**src/rtl/serial_add_scheduler_if.sv**
```systemverilog
// Requester/result bundle for serial_add_scheduler: two operand request ports
// plus the shared result and grant/done handshake.
interface serial_add_scheduler_if #(parameter int W = 8);
  logic         req0;
  logic [W-1:0] a0;
  logic [W-1:0] b0;
  logic         req1;
  logic [W-1:0] a1;
  logic [W-1:0] b1;
  logic         gnt0;
  logic         gnt1;
  logic         busy;
  logic         done;
  logic         done_id;
  logic [W-1:0] sum;
  logic         cout;

  modport master (
    output req0, a0, b0, req1, a1, b1,
    input  gnt0, gnt1, busy, done, done_id, sum, cout
  );

  modport slave (
    input  req0, a0, b0, req1, a1, b1,
    output gnt0, gnt1, busy, done, done_id, sum, cout
  );
endinterface

```
**src/rtl/serial_add_scheduler.sv**
```systemverilog
// Round-robin scheduler sharing one bit-serial W-bit adder between two
// requesters; returns sum, carry-out and owner ID with a one-cycle done pulse.
module serial_add_scheduler #(
  parameter int W = 8
) (
  input  logic                  clk,
  input  logic                  clr_n,
  serial_add_scheduler_if.slave bus
);

  localparam int CW = (W > 2) ? $clog2(W) : 1;

  typedef enum logic [1:0] {
    S_IDLE,
    S_SHIFT,
    S_DONE
  } state_t;

  state_t        state_q;
  logic [W-1:0]  a_sr_q;
  logic [W-1:0]  b_sr_q;
  logic [CW-1:0] cnt_q;
  logic          carry_q;
  logic          owner_q;
  logic          last_id_q;
  logic [W-1:0]  sum_q;
  logic          cout_q;
  logic          done_q;
  logic          done_id_q;
  logic          gnt0_q;
  logic          gnt1_q;
  logic          busy_q;

  logic          any_req;
  logic          win_id;
  logic          fa_s;
  logic          carry_d;
  logic [W-1:0]  a_sr_d;

  always_comb begin
    any_req = bus.req0 | bus.req1;
    // On a tie the requester that did not win last time is chosen.
    win_id  = bus.req1 & (~bus.req0 | ~last_id_q);
    fa_s    = a_sr_q[0] ^ b_sr_q[0] ^ carry_q;
    carry_d = (a_sr_q[0] & b_sr_q[0]) | (a_sr_q[0] & carry_q) | (b_sr_q[0] & carry_q);
    // Sum bits fill the MSB end of the a register as its LSBs are consumed,
    // so after W steps it holds the complete result.
    a_sr_d  = {fa_s, a_sr_q[W-1:1]};
  end

  always_ff @(posedge clk) begin
    if (!clr_n) begin
      state_q   <= S_IDLE;
      a_sr_q    <= '0;
      b_sr_q    <= '0;
      cnt_q     <= '0;
      carry_q   <= 1'b0;
      owner_q   <= 1'b0;
      last_id_q <= 1'b1;
      sum_q     <= '0;
      cout_q    <= 1'b0;
      done_q    <= 1'b0;
      done_id_q <= 1'b0;
      gnt0_q    <= 1'b0;
      gnt1_q    <= 1'b0;
      busy_q    <= 1'b0;
    end else begin
      gnt0_q <= 1'b0;
      gnt1_q <= 1'b0;
      done_q <= 1'b0;
      case (state_q)
        S_IDLE: begin
          if (any_req) begin
            a_sr_q    <= win_id ? bus.a1 : bus.a0;
            b_sr_q    <= win_id ? bus.b1 : bus.b0;
            carry_q   <= 1'b0;
            cnt_q     <= '0;
            owner_q   <= win_id;
            last_id_q <= win_id;
            gnt0_q    <= ~win_id;
            gnt1_q    <= win_id;
            busy_q    <= 1'b1;
            state_q   <= S_SHIFT;
          end
        end
        S_SHIFT: begin
          a_sr_q  <= a_sr_d;
          b_sr_q  <= {1'b0, b_sr_q[W-1:1]};
          carry_q <= carry_d;
          cnt_q   <= cnt_q + 1'b1;
          if (cnt_q == CW'(W - 1)) begin
            sum_q     <= a_sr_d;
            cout_q    <= carry_d;
            done_id_q <= owner_q;
            done_q    <= 1'b1;
            state_q   <= S_DONE;
          end
        end
        S_DONE: begin
          busy_q  <= 1'b0;
          state_q <= S_IDLE;
        end
        default: begin
          busy_q  <= 1'b0;
          state_q <= S_IDLE;
        end
      endcase
    end
  end

  assign bus.gnt0    = gnt0_q;
  assign bus.gnt1    = gnt1_q;
  assign bus.busy    = busy_q;
  assign bus.done    = done_q;
  assign bus.done_id = done_id_q;
  assign bus.sum     = sum_q;
  assign bus.cout    = cout_q;

endmodule

```
**src/flat_wrapper.sv**
```systemverilog
// flat-port wrapper written by rule: the top's interface ports become plain ports
module serial_add_scheduler_flat 
#(
  parameter int W = 8
)
  (clk, clr_n, bus_req0, bus_a0, bus_b0, bus_req1, bus_a1, bus_b1, bus_gnt0, bus_gnt1, bus_busy, bus_done, bus_done_id, bus_sum, bus_cout);
  serial_add_scheduler_if #(.W(W)) bus_i ();
  input  logic clk;
  input  logic clr_n;
  input wire logic [$bits(bus_i.req0)-1:0] bus_req0;
  input wire logic [$bits(bus_i.a0)-1:0] bus_a0;
  input wire logic [$bits(bus_i.b0)-1:0] bus_b0;
  input wire logic [$bits(bus_i.req1)-1:0] bus_req1;
  input wire logic [$bits(bus_i.a1)-1:0] bus_a1;
  input wire logic [$bits(bus_i.b1)-1:0] bus_b1;
  output wire logic [$bits(bus_i.gnt0)-1:0] bus_gnt0;
  output wire logic [$bits(bus_i.gnt1)-1:0] bus_gnt1;
  output wire logic [$bits(bus_i.busy)-1:0] bus_busy;
  output wire logic [$bits(bus_i.done)-1:0] bus_done;
  output wire logic [$bits(bus_i.done_id)-1:0] bus_done_id;
  output wire logic [$bits(bus_i.sum)-1:0] bus_sum;
  output wire logic [$bits(bus_i.cout)-1:0] bus_cout;
  assign bus_i.req0 = bus_req0;
  assign bus_i.a0 = bus_a0;
  assign bus_i.b0 = bus_b0;
  assign bus_i.req1 = bus_req1;
  assign bus_i.a1 = bus_a1;
  assign bus_i.b1 = bus_b1;
  assign bus_gnt0 = bus_i.gnt0;
  assign bus_gnt1 = bus_i.gnt1;
  assign bus_busy = bus_i.busy;
  assign bus_done = bus_i.done;
  assign bus_done_id = bus_i.done_id;
  assign bus_sum = bus_i.sum;
  assign bus_cout = bus_i.cout;
  serial_add_scheduler #(.W(W)) u_core (.clk(clk), .clr_n(clr_n), .bus(bus_i));
endmodule
```
**config.mk**
```make
export PLATFORM = sky130hd
export DESIGN_NAME = serial_add_scheduler_flat
export DESIGN_NICKNAME = d
export VERILOG_FILES = /design/src/rtl/serial_add_scheduler_if.sv /design/src/rtl/serial_add_scheduler.sv /design/src/flat_wrapper.sv
export SDC_FILE = /design/constraint.sdc
export NUM_CORES = 1
export LEC_CHECK = 0
export ABC_AREA = 1
export CAP_MARGIN = 20
export CORE_MARGIN = 5
export CORE_UTILIZATION = 48
export CTS_CLUSTER_SIZE = 20
export DETAILED_ROUTE_END_ITERATION = 6
export PLACE_DENSITY = 0.79
export SYNTH_ARGS = -nofsm -noshare
export SYNTH_HDL_FRONTEND = slang
export SYNTH_SLANG_ARGS = --single-unit
```
**constraint.sdc**
```tcl
create_clock -name clk -period 1.62 [get_ports clk]
set_input_delay 0.243 -clock clk [delete_from_list [all_inputs] [get_ports clk]]
set_output_delay 0.243 -clock clk [all_outputs]
set_load 0.05 [all_outputs]
```
==> results.py <==
metrics = {
    "worst_setup_path": {
        "rrSetupSlack_ns": 0.26,
        "critical_path_arrival_ns": 1.54,
        "path_max_fanout": 23,
        "endpoint_kind": "register",
        "critPathLaunchType": "register",
        "worstPathRequired_ns": 1.80,
        "reg2reg_to": "u_core.bus.sum[1]",
        "crit_type": "register to register",
        "worstSetupStartpoint": "u_core.state_q[1]",
        "r2r_start": "u_core.state_q[1]",
        "reg2reg_depth": 6,
    },
    "sta": {
        "finalHoldViolations": 0,
        "drv_slew": 0,
        "worst_slack_ns": 0.2646,
        "max_freq_mhz": 737.8,
        "period_share_pct": 83.66,
        "finalCriticalPeriod_ns": 1.355,
        "rsz0062_at_grt": "false",
        "tightest_slew_ns": 0.3618,
        "skew_ns": 0.006187,
        "setup_viol": 0,
        "maxSlewHeadroom_pct": 75.85,
    },
    "power_and_ir_drop": {
        "ir_drop_mv": 0.3501,
        "powerDensity_nw_per_um2": 851.7,
        "power_leakage_nw": 1.245,
    },
    "synth": {
        "yosys.area.top_type": "dfxtp_1",
        "synthesis.nets": 325,
        "ys_top_cells_by_area": "dfxtp_1 40%, nand2_1 16%, nand3_1 11%",
        "ys_ff_latch": 38,
        "synth_cell_types": 21,
        "ys_seq_area_share_pct": 40.48,
        "yosys_warnings": 0,
        "synth_area_um2": 1879,
        "synth.top_cell.area_share_pct": 40.48,
        "synth_cells": 286,
        "synth.avg_cell_area_um2": 6.571,
    },
    "floorplan": {
        "coreArea_um2": 3716,
        "die_h_um": 72.57,
        "initial_core_util_pct": 50.57,
        "die_x_um": 72.57,
        "rows": 22,
        "io-pin-count": 50,
        "dieArea_um2": 5266,
    },
    "finish": {
        "syn2layout_area_growth_pct": 31.96,
        "final_common_cell": "nand2_1",
        "regArea_um2": 760.7,
        "n_fill_cell": 350,
        "drive_gt1_share_pct": 11.31,
        "stdcell_area_um2": 2480,
        "layout_common_cells": "80 x nand2_1, 48 x nor2_1, 43 x nand3_1",
        "final_nets": 376,
        "final_cells": 384,
        "final_core_util_pct": 66.73,
        "multiInputGateArea_um2": 935.9,
        "antenna_cells": 0,
    },
    "drt": {
        "drtIter0Drc": 149,
        "num_vias": 1837,
        "wl_per_cell_um": 11.49,
        "detail_route.vias_per_cell": 4.784,
        "drtAntennaViolNets": 0,
        "route.detailed.drc": 0,
        "wl_um": 4413,
        "firstDrtPassIters": 4,
    },
    "placed_design": {
        "place_congestion": 0.8096,
        "dpl-instance-area_um2": 2397,
        "dp_hpwl_um": 3387,
        "place_inst": 378,
        "dp_slack_ns": -0.01655,
        "io_buffers": 49,
    },
    "cts": {
        "clk_pin_slew_ns": 0.06,
        "htreeDepth": 2,
        "numCtsBuffers": 5,
        "clk_latency_ns": 0.29,
        "cts_hold_buf": 0,
        "cts_sinks": 38,
        "cts_setup_buffers": 0,
        "clockBufferDepth": 2,
        "root_buffer": "clkbuf_8",
        "cts_resized": 0,
        "cts_tree": "done",
    },
    "global_routing": {
        "grtUsageTotal_pct": 18.04,
        "grt_pass1_vias": 1743,
        "grt_max_degree": 33,
        "grt_pass1_wl_um": 7527,
        "antenna_found_initial": 0,
        "overflow": 0,
    },
    "run": {
        "max_cap_viol_count": 0,
    },
    "min_path": {
        "hold_path.class": "register to register",
        "hold_end": "u_core.bus.busy",
        "min-delay-start": "u_core.state_q[1]",
        "holdPathStages": 1,
    },
    "outcome": {
        "outcome": "finished clean",
    },
}
==> registers in the layout, summed over array words and instances (netlist names), 2 cells and up <==
name and count:
u_core.a_sr_q 8, u_core.b_sr_q 8, u_core.bus.sum 8, u_core.cnt_q 3, u_core.state_q 2
==> synth_stat cells (all sizes together) <==
| library cell | n |
|---|---|
| ha | 2 |
| nor3 | 2 |
| a21oi | 22 |
| inv | 26 |
| nand2 | 82 |
| dfxtp | 38 |
| buf | 11 |
| nand3 | 43 |
| o21a | 1 |
| clkbuf | 4 |
| fa | 1 |
| nand3b | 1 |
| o21ai | 2 |
| nor2 | 51 |
==> cell families (layout without fill, tap and decap cells) <==
logic type / after synthesis / in the layout / synth area share, %
buf+inv: 41 / 91 / 9.720
simple gates: 179 / 179 / 40.61
fa+ha+maj: 3 / 3 / 2.397
compound gates: 25 / 25 / 6.791
flops: 38 / 38 / 40.48
==> power breakdown <==
group | leakage, nW | total (mW) | internal, mW | switching (mW)
Sequential | 0.311 | 1.03 | 0.992 | 0.0392
Combinational | 0.891 | 0.451 | 0.203 | 0.248
Clock | 0.0431 | 0.630 | 0.328 | 0.302
==> cell type report <==
cell class / instances / area share [%]
Clock buffer: 6 / 3.330
Inverter: 26 / 3.935
Multi-Input combinational cell: 207 / 37.74
Sequential cell: 38 / 30.68
Tap cell: 48 / 2.422
Timing Repair Buffer: 59 / 21.90
==> critical path: stages, from the launching register on <==
cell and delay, ns:
dfxtp_1 0.33, inv_2 0.07, nand2_2 0.05, inv_2 0.28, nand2_1 0.30, nand3_1 0.14
nand2_1 0.06
==> per-stage QoR <==
| stage | power [mW] | setup TNS, ns | hold slack, ns |
|---|---|---|---|
| 2_1_floorplan | 1.335 | 0 | 0.3787 |
| 3_5_place_dp | 1.502 | -0.04443 | 0.4417 |
| 6_report | 2.112 | 0 | 0.4610 |
| 4_1_cts | 2.133 | 0 | 0.4605 |
| 3_3_place_gp | 1.493 | -0.003034 | 0.4382 |
| 5_1_grt | 2.234 | 0 | 0.4781 |
==> per-layer routing <==
layer / global-route usage [%] / vias to the layer above / share of wire [%]
li1: - / 995 / -
met1: 22.35 / 773 / 46
met2: 29.16 / 59 / 45
met3: 5.096 / 10 / 7.1
met4: 7.787 / 0 / 1.9
met5: 0 / - / 0
==> worst max path at each step <==
| stage | to | slack, ns | cells past startpoint |
|---|---|---|---|
| final | u_core.bus.sum[1] | 0.26 | 6 |
| after global routing | u_core.bus.cout | 0.07 | 6 |
| after CTS | u_core.bus.sum[1] | 0.24 | 6 |
| after detailed placement | u_core.a_sr_q[3] | -0.02 | 8 |
| after global placement | u_core.a_sr_q[0] | -0.003 | 8 |
| after floorplan | u_core.bus.done_id | 0.48 | 5 |
No activity file was read; power rests on OpenSTA's default activity.
